==> config.mk <==
export PLATFORM = sky130hd
export DESIGN_NAME = uart_xmt_fifo
export DESIGN_NICKNAME = d
export VERILOG_FILES = /design/src/rtl/uart_pkg.sv /design/src/rtl/uart_fifo_ram.sv /design/src/rtl/uart_xmt_fifo.sv
export SDC_FILE = /design/constraint.sdc
export NUM_CORES = 1
export LEC_CHECK = 0
export CAP_MARGIN = 25
export CORE_AREA = 2 2 139 141
export CTS_CLUSTER_SIZE = 40
export DETAILED_ROUTE_END_ITERATION = 12
export DIE_AREA = 0 0 141 143
export SLEW_MARGIN = 30
export SYNTH_ARGS = -nofsm -noshare
export SYNTH_HDL_FRONTEND = slang
export SYNTH_SLANG_ARGS = --single-unit
==> constraint.sdc <==
create_clock -name clk -period 2.7 [get_ports clk]
set_clock_uncertainty 0.15 [all_clocks]
set_input_delay 0.54 -clock clk [delete_from_list [all_inputs] [get_ports clk]]
set_output_delay 0.54 -clock clk [all_outputs]
set_load 0.03 [all_outputs]
==> src/rtl/uart_pkg.sv <==
// Shared UART constants and the FIFO status bundle used by the transmit FIFO.
package uart_pkg;

    localparam int UART_DATA_W     = 8;
    localparam int UART_FIFO_DEPTH = 16;

    typedef struct packed {
        logic full;
        logic empty;
        logic almost_full;
        logic almost_empty;
        logic overflow;
        logic underflow;
    } uart_fifo_status_t;

    // Flag state of an empty FIFO with no recorded errors.
    localparam uart_fifo_status_t UART_FIFO_STATUS_RST = '{
        full:         1'b0,
        empty:        1'b1,
        almost_full:  1'b0,
        almost_empty: 1'b1,
        overflow:     1'b0,
        underflow:    1'b0
    };

endpackage

==> src/rtl/uart_fifo_ram.sv <==
// Simple dual-port FIFO storage: synchronous write, read port either registered
// (SYNC_RD=1, block-RAM style) or combinational (SYNC_RD=0, for first-word fall-through).
module uart_fifo_ram #(
    parameter int DATA_W  = 8,
    parameter int DEPTH   = 16,
    parameter bit SYNC_RD = 1'b1,
    parameter int AW      = $clog2(DEPTH)
) (
    input  logic              clk,
    input  logic              rst,
    input  logic              i_wr_en,
    input  logic [AW-1:0]     i_wr_addr,
    input  logic [DATA_W-1:0] i_wr_data,
    input  logic              i_rd_en,
    input  logic [AW-1:0]     i_rd_addr,
    output logic [DATA_W-1:0] o_rd_data
);

    // Storage is deliberately never reset so it maps onto RAM primitives.
    logic [DATA_W-1:0] r_mem [DEPTH];

    always_ff @(posedge clk) begin
        if (i_wr_en) begin
            r_mem[i_wr_addr] <= i_wr_data;
        end
    end

    generate
        if (SYNC_RD) begin : g_sync_rd
            logic [DATA_W-1:0] r_rd_data;

            always_ff @(posedge clk or posedge rst) begin
                if (rst) begin
                    r_rd_data <= '0;
                end else if (i_rd_en) begin
                    r_rd_data <= r_mem[i_rd_addr];
                end
            end

            assign o_rd_data = r_rd_data;
        end else begin : g_async_rd
            logic w_unused;

            assign w_unused  = rst ^ i_rd_en;
            assign o_rd_data = r_mem[i_rd_addr];
        end
    endgenerate

endmodule

==> src/rtl/uart_xmt_fifo.sv <==
// UART transmit FIFO with registered status flags and sticky overflow/underflow.
// Define UART_XMT_FIFO_FWFT_EN for first-word fall-through reads (default: 1-cycle read latency).
module uart_xmt_fifo
    import uart_pkg::*;
#(
    parameter int DATA_W = UART_DATA_W,
    parameter int DEPTH  = UART_FIFO_DEPTH,
    parameter int AF_LVL = DEPTH - 2,
    parameter int AE_LVL = 2
) (
    input  logic                     clk,
    input  logic                     rst,
    input  logic                     flush,
    input  logic                     wr_en,
    input  logic [DATA_W-1:0]        wr_data,
    input  logic                     rd_en,
    output logic [DATA_W-1:0]        rd_data,
    output logic                     full,
    output logic                     empty,
    output logic                     almost_full,
    output logic                     almost_empty,
    output logic [$clog2(DEPTH):0]   count,
    output logic                     overflow,
    output logic                     underflow,
    input  logic                     err_clr
);

    localparam int AW = $clog2(DEPTH);
    localparam int PW = AW + 1;
    localparam logic [PW-1:0] AF_CNT = PW'(AF_LVL);
    localparam logic [PW-1:0] AE_CNT = PW'(AE_LVL);

`ifdef UART_XMT_FIFO_FWFT_EN
    localparam bit SYNC_RD = 1'b0;
`else
    localparam bit SYNC_RD = 1'b1;
`endif

    logic [PW-1:0]     r_wr_ptr;
    logic [PW-1:0]     r_rd_ptr;
    logic [PW-1:0]     r_count;
    uart_fifo_status_t r_status;

    logic [PW-1:0]     w_wr_ptr_next;
    logic [PW-1:0]     w_rd_ptr_next;
    logic [PW-1:0]     w_count_next;
    uart_fifo_status_t w_status_next;
    logic              w_wr_accept;
    logic              w_rd_accept;
    logic              w_ovf_set;
    logic              w_udf_set;
    logic [DATA_W-1:0] w_ram_rd_data;

    // Flush takes priority over traffic and is not itself an error condition.
    assign w_wr_accept = wr_en && !r_status.full  && !flush;
    assign w_rd_accept = rd_en && !r_status.empty && !flush;
    assign w_ovf_set   = wr_en &&  r_status.full  && !flush;
    assign w_udf_set   = rd_en &&  r_status.empty && !flush;

    always_comb begin
        w_wr_ptr_next = r_wr_ptr;
        w_rd_ptr_next = r_rd_ptr;
        if (flush) begin
            w_wr_ptr_next = '0;
            w_rd_ptr_next = '0;
        end else begin
            if (w_wr_accept) begin
                w_wr_ptr_next = r_wr_ptr + 1'b1;
            end
            if (w_rd_accept) begin
                w_rd_ptr_next = r_rd_ptr + 1'b1;
            end
        end
    end

    // Flags come from the next pointers so they are registered alongside them.
    assign w_count_next = w_wr_ptr_next - w_rd_ptr_next;

    always_comb begin
        w_status_next              = r_status;
        w_status_next.empty        = (w_wr_ptr_next == w_rd_ptr_next);
        w_status_next.full         = (w_wr_ptr_next[AW-1:0] == w_rd_ptr_next[AW-1:0]) &&
                                     (w_wr_ptr_next[AW] != w_rd_ptr_next[AW]);
        w_status_next.almost_full  = (w_count_next >= AF_CNT);
        w_status_next.almost_empty = (w_count_next <= AE_CNT);
        // A new error wins over a coincident clear.
        w_status_next.overflow     = w_ovf_set || (r_status.overflow  && !err_clr);
        w_status_next.underflow    = w_udf_set || (r_status.underflow && !err_clr);
    end

    always_ff @(posedge clk or posedge rst) begin
        if (rst) begin
            r_wr_ptr <= '0;
            r_rd_ptr <= '0;
            r_count  <= '0;
            r_status <= UART_FIFO_STATUS_RST;
        end else begin
            r_wr_ptr <= w_wr_ptr_next;
            r_rd_ptr <= w_rd_ptr_next;
            r_count  <= w_count_next;
            r_status <= w_status_next;
        end
    end

    uart_fifo_ram #(
        .DATA_W  (DATA_W),
        .DEPTH   (DEPTH),
        .SYNC_RD (SYNC_RD),
        .AW      (AW)
    ) u_ram (
        .clk       (clk),
        .rst       (rst),
        .i_wr_en   (w_wr_accept),
        .i_wr_addr (r_wr_ptr[AW-1:0]),
        .i_wr_data (wr_data),
        .i_rd_en   (w_rd_accept),
        .i_rd_addr (r_rd_ptr[AW-1:0]),
        .o_rd_data (w_ram_rd_data)
    );

`ifdef UART_XMT_FIFO_FWFT_EN
    assign rd_data = r_status.empty ? '0 : w_ram_rd_data;
`else
    assign rd_data = w_ram_rd_data;
`endif

    assign full         = r_status.full;
    assign empty        = r_status.empty;
    assign almost_full  = r_status.almost_full;
    assign almost_empty = r_status.almost_empty;
    assign overflow     = r_status.overflow;
    assign underflow    = r_status.underflow;
    assign count        = r_count;

endmodule
==> results.md, run 1 <==
- Place WS: -0.4246 ns
- Number of synthesized flops with an enable pin: 128
- Worst Slack Setup Final: 0.1383 ns
- Share of layout cells above drive strength 1: 26.90%
- Leakage: 2.731 nW
- Die area: 20160 um2
- Total clock sinks: 157
- Setup-failing EPs final: 0
- IO Port Bufs: 32
- Max Buffers Root-to-Sink: 2
- Net switching power figure: 0.001595 W
- FP Rows: 50
- PwrDens: 807.9 nW/um2
- Avg Inst Size Synth: 18.30 um2
- Reg2Reg Depth: 11
- CTS root buffer: clkbuf_16
- Yosys cell types: 43
- F_max: 0.3904 GHz
- Cell area after layout: 7735 um2
- Diode count: 0
- TritonCTS buffer count: 17
- Initial antenna violation count: 0
- Initial DRC Count: 256
- Maxcap violations: 0
- Die width: 141 um
- Final Hold Fails: 0
- Setup crit start: empty$_DFF_PP1_
- Slew HR: 53.49%
- RSZ-0062 raised after global routing: no
- Hold slack final: 0.3412 ns
- Reg2reg setup slack: 0.14 ns
- Final net count: 446
- Cts hold-fix bufs: 0
- Detail Route Antenna Nets: 0
- Layout area overhead: 23.20%
- Maximum vdd ir drop: 449.5 uV
- FF+latch count, synth: 157
- Via-to-Cell Ratio: 4.981
- TritonCTS clock tree: built
- Crit. End Element: flip-flop
- Finished Core Util: 41.63%
- WP data arrival: 2.76 ns
- Max-slew violation count: 0
- Core ar.: 18580 um2
- Chip height: 143 um
- Largest net degree at the start of global routing: 33
- Detailed placement HPWL: 8090 um
- Overall Global Routing Usage: 13.36%
- Post-synth ARST share: 18.47%
- Worst setup path class: reg -> reg
- Crit path max fanout: 4
- Share of power burned in the clock network: 35.6%
- Yosys Warn Count: 0
- H-tree depth: 4
- Logic gate share of total power: 19.2%
- Sequential area share after synthesis: 72.82%
- Part of the power in registers: 45.2%
- Critical R2R Capture: almost_empty$_DFF_PP1_
- Initial DRT Pass Iterations: 4
- Crit path launch type: flip-flop
- Clock slew at reported path FFs: 0.06 ns
- Via Count: 3332
- GP Congestion: 0.7916
- Vias in the first global route: 3463
- Mapped Area: 6279 um2
- Int Pwr: 0.004654 W
- Drt drc: 0
- Drt total wl: 12520 um
- Worst-Margin Slew: 0.6952 ns
- First-pass GRT wire length: 19600 um
- I/O Pins: 33
- Routed len/inst: 18.71 um
- Synth Instances: 343
- Insertion delay to the later sink of the worst-skew pair: 0.42 ns
- Grt ovf: 0
- Min cycle time layout: 2.562 ns
- Starting Density: 33.79%
- Worst hold path type: reg -> reg
- Crit path required time: 2.90 ns
- Worst reg2reg path startpoint: empty$_DFF_PP1_
- Switching share of power: 25.52%
- CP endpoint: almost_empty$_DFF_PP1_
- Syn nets: 367
- Top FF cell, synth: edfxtp_1
- Status: complete, no violations
- Final period util: 94.88%
- Placed inst area: 7146 um2
worst min path at each step:
stage | start | to | slack (ns) | depth (start not counted)
finish | u_ram.o_rd_data[6]$_DFFE_PP0N_ | u_ram.o_rd_data[6]$_DFFE_PP0N_ | 0.34 | 2
global route | rst | u_ram.o_rd_data[1]$_DFFE_PP0N_ | 0.37 | 3
CTS | rst | u_ram.o_rd_data[1]$_DFFE_PP0N_ | 0.35 | 3
detailed placement | u_ram.o_rd_data[2]$_DFFE_PP0N_ | u_ram.o_rd_data[2]$_DFFE_PP0N_ | 0.33 | 2
global placement | u_ram.o_rd_data[0]$_DFFE_PP0N_ | u_ram.o_rd_data[0]$_DFFE_PP0N_ | 0.33 | 2
floorplan | r_rd_ptr[4]$_DFF_PP0_ | r_rd_ptr[4]$_DFF_PP0_ | 0.39 | 2
power by group through the flow:
stage / combinational, W / sequential [W] / clock (W)
floorplan: 0.000522 / 0.00308 / 0
global placement: 0.00118 / 0.00287 / 0
detailed placement: 0.00119 / 0.00288 / 0
CTS: 0.00119 / 0.00283 / 0.00228
global route: 0.00129 / 0.00284 / 0.00236
finish: 0.00120 / 0.00282 / 0.00223
through the flow:
step | power, W | setup TNS [ns] | cells
global placement | 0.004050 | -1.575 | 635
CTS | 0.006303 | 0 | 667
finish | 0.006249 | 0 | 669
global route | 0.006497 | 0 | 669
floorplan | 0.003601 | 0 | 343
detailed placement | 0.004066 | -1.899 | 635
per-layer routing:
| metal | wire length [um] | track usage (%) |
|---|---|---|
| met3 | 666 | 3.622 |
| met5 | 0 | 0 |
| met4 | 179 | 5.211 |
| met2 | 5821 | 20.46 |
| met1 | 5849 | 18.28 |
area by class of cell:
class / count / area, um2
fillers: 1623 / 10850
flip-flops and latches: 157 / 4573
multi-input cells: 158 / 1603
repair buffers: 76 / 665.6
clock buffers: 23 / 467.9
well taps: 234 / 292.8
clock inverters: 9 / 87.58
inverters: 12 / 45.04
cell families after synthesis:
kind of cell | after synthesis | share of synthesized area [%]
xor+xnor | 8 | 1.116
compound gates | 42 | 4.902
flops | 157 | 72.82
fa+ha+maj | 10 | 2.112
mux | 33 | 11.64
simple gates | 65 | 5.500
buf+inv | 28 | 1.913
cells in the mapped netlist (2+ instances only):
cell	n	area, um2
a32o_1	2	20.02
nand2_1	15	56.30
a22o_1	8	70.07
or2_1	4	25.02
nor2_1	20	75.07
edfxtp_1	128	3844
or4_1	2	15.01
buf_2	6	30.03
a211o_1	2	17.52
inv_1	11	41.29
buf_4	2	15.01
a221oi_1	8	70.07
nand4_1	4	25.02
nor2b_1	3	18.77
clkbuf_1	6	22.52
xnor2_1	2	17.52
dfstp_2	2	52.55
and2_1	2	12.51
ha_1	9	112.6
xor2_1	6	52.55
nor3_1	5	25.02
nand2_2	2	12.51
a21oi_1	6	30.03
o211ai_1	2	15.01
nand2b_1	2	12.51
buf_1	2	7.510
o21ai_1	8	40.04
a21o_1	2	15.01
mux4_2	32	720.7
dfrtp_1	27	675.7
worst max-delay path, cell delays in order (launching register included):
cell and delay (ns):
dfstp_2 0.53, nor2b_1 0.04, buf_4 0.15, xnor2_1 0.12, nor2_1 0.16, ha_2 0.20, inv_1 0.06, fa_2 0.36
a21o_1 0.19, a21oi_2 0.15, nand4_1 0.16, and4_1 0.22
what timing repair did:
action / 4_1_cts / 5_1_grt
buffers inserted: 0 / 2
setup endpoints to repair: 0 / 3
resized for setup: 0 / 6
flip-flops by register name, indices dropped and copies added, names as in the netlist:
register         cells
r_rd_ptr             5
u_ram.o_rd_data      8
count                5
almost_full          1
overflow             1
empty                1
full                 1
r_wr_ptr             5
underflow            1
u_ram.r_mem        128
almost_empty         1
layout by cell type (no fill, tap or decap), drive strengths merged, types with 5 or more instances in the layout:
master / Yosys / routed
o21ai: 9 / 9
nand2: 17 / 17
dfrtp: 27 / 27
a22o: 8 / 8
nor3: 5 / 5
edfxtp: 128 / 128
clkdlybuf4s50: 0 / 31
buf: 10 / 44
a221oi: 8 / 8
inv: 12 / 15
xor2: 6 / 6
mux4: 32 / 32
ha: 9 / 9
nor2: 20 / 20
a21oi: 6 / 6
clkbuf: 6 / 23
Note: power is estimated with default switching activity, not from simulation.
==> run 2, diff against run 1 <==
- CAP_MARGIN: 25 -> 5
==> results of run 2 <==
The final DEF is identical to that of run 1; final timing and power are the same.
==> run 3, diff against run 2 <==
- CORE_AREA: 2 2 139 141 -> 4 4 141 143
- DIE_AREA: 0 0 141 143 -> 0 0 145 147
- DONT_BUFFER_PORTS: unset -> 1
- GPL_TIMING_DRIVEN: unset -> 0
==> results.md, run 3 (synthesis results as in run 1) <==
- Status: complete, no violations
- Filler instances: 1651
- Reg2reg setup slack: 0.1 ns
- Hold Crit Depth: 0
- Slew HR: 43.38%
- Most frequent cells in the layout: edfxtp_1 (128), mux4_2 (32), dfrtp_1 (27)
- Reg2Reg Depth: 10
- Worst hold path type: in -> reg
- Drt drc: 0
- Detail Route Antenna Nets: 0
- Leakage: 2.512 nW
- CTS root buffer: clkbuf_16
- Worst reg2reg path startpoint: empty$_DFF_PP1_
- Max Buffers Root-to-Sink: 2
- Initial DRT Pass Iterations: 4
- Vias in the first global route: 3343
- Grt ovf: 0
- Worst-Margin Slew: 0.8461 ns
- RSZ-0062 raised after global routing: yes
- Maximum vdd ir drop: 456.7 uV
- Hold path endpoint: u_ram.r_mem[5][6]$_DFFE_PP_
- Crit path launch type: flip-flop
- Die width: 145 um
- FF+latch area: 4572 um2
- FP Rows: 50
- Area occupied by multi-input gates: 1638 um2
- Overall Global Routing Usage: 12.98%
- PwrDens: 851.6 nW/um2
- Reg with most FFs: u_ram.r_mem
- Final net count: 390
- Crit path required time: 2.90 ns
- Critical R2R Capture: almost_empty$_DFF_PP1_
- Initial antenna violation count: 0
- Max reg flops: 128
- Setup-failing EPs final: 0
- GP Congestion: 0.7633
- Max-slew violation count: 0
- First-pass GRT wire length: 20240 um
- Maxcap violations: 0
- IO Port Bufs: 0
- Min cycle time layout: 2.603 ns
- Crit. End Element: flip-flop
- H-tree depth: 4
- Routed len/inst: 21.16 um
- Commonest non-fill, non-tap cell in the layout: edfxtp_1
- I/O Pins: 33
- Chip height: 147 um
- Share of layout cells above drive strength 1: 24.27%
- Setup TNS: 0 ns
- Clock slew at reported path FFs: 0.06 ns
- Initial DRC Count: 243
- Via-to-Cell Ratio: 5.049
- Largest net degree at the start of global routing: 30
- Tot Pwr: 0.006222 W
- Total clock sinks: 157
- Die area: 21320 um2
- WP data arrival: 2.80 ns
- Crit path max fanout: 4
- Layout area overhead: 16.36%
- F_max: 0.3842 GHz
- Final period util: 96.40%
- Hold Startpoint: wr_data[6]
- Detailed placement HPWL: 8687 um
- Drt total wl: 12970 um
- Starting Density: 33.79%
- Final Hold Fails: 0
- TritonCTS buffer count: 17
- Diode count: 0
- TritonCTS clock tree: built
- Insertion delay to the later sink of the worst-skew pair: 0.42 ns
- Via Count: 3095
- Worst setup path class: reg -> reg
- Core ar.: 18580 um2
## run 3: changes by cell type in the layout (fill, tap and decap cells not counted), sizes merged, moves of 2 or more
cell / change
clkinv: +4
bufinv: +3
buf: -31
inv: -3
clkdlybuf4s50: -31
clkbuf: +2
## run 3: power breakdown
part           internal (W)  switching, W  leakage, nW
Clock               0.00153      0.000906        0.296
Sequential          0.00276      0.000295         1.53
Combinational      0.000362      0.000363        0.686
Total               0.00466       0.00156         2.51
## run 3: metal layers
metal / part of all wire, % / up-vias / GRT usage (%)
met5: 0 / - / 0
met4: 1.4 / 0 / 5.083
met2: 51 / 83 / 21.55
met3: 7.5 / 12 / 4.287
met1: 40 / 1598 / 15.85
li1: - / 1402 / -
## run 3: how the worst max path moves through the flow
| stage | start | end | slack (ns) | depth (start not counted) |
|---|---|---|---|---|
| 2_1_floorplan | r_rd_ptr[1]$_DFF_PP0_ | almost_empty$_DFF_PP1_ | 0.06 | 10 |
| 3_5_place_dp | r_rd_ptr[1]$_DFF_PP0_ | almost_empty$_DFF_PP1_ | -0.64 | 10 |
| 5_1_grt | empty$_DFF_PP1_ | almost_empty$_DFF_PP1_ | -0.02 | 10 |
| 4_1_cts | empty$_DFF_PP1_ | almost_empty$_DFF_PP1_ | 0.004 | 10 |
| 3_3_place_gp | r_rd_ptr[1]$_DFF_PP0_ | almost_empty$_DFF_PP1_ | -0.54 | 10 |
| 6_report | empty$_DFF_PP1_ | almost_empty$_DFF_PP1_ | 0.1 | 10 |
## run 3: timing repair
item / in CTS / in global routing
pin swaps: 1 / 4
hold buffers: 1 / 0
endpoints found under the hold margin: 27 / 0
resized for setup: 17 / 4
buffers inserted: 2 / 1
endpoints found under the setup margin: 7 / 2
## run 3: worst max-delay path: stages (launching register included)
cell     delay, ns
dfstp_2       0.66
nor2b_4       0.09
xnor2_1       0.14
nor2_2        0.16
ha_1          0.16
inv_1         0.06
fa_2          0.35
a21o_1        0.20
a21oi_2       0.16
nand4_1       0.17
and4_1        0.25
## run 3: area by class of cell
class | count | area share, %
repair buffers | 5 | 0.5480
plain buffers | 15 | 1.541
well taps | 234 | 4.008
multi-input cells | 158 | 22.42
inverters | 12 | 0.6165
clock buffers | 19 | 5.926
flip-flops and latches | 157 | 62.58
clock inverters | 13 | 2.363
## run 3: stage by stage
stage	utilization [%]	worst slack, ns	instances	area [um2]	hold WS, ns
5_1_grt	39.32	-0.02427	613	7306	0.03578
6_report	39.32	0.09721	613	7306	0.06262
4_1_cts	39.20	0.004164	612	7283	0.04353
3_3_place_gp	35.37	-0.5363	577	6571	0.4198
2_1_floorplan	-	0.05646	343	6279	0.3944
3_5_place_dp	35.54	-0.6380	578	6604	0.3953
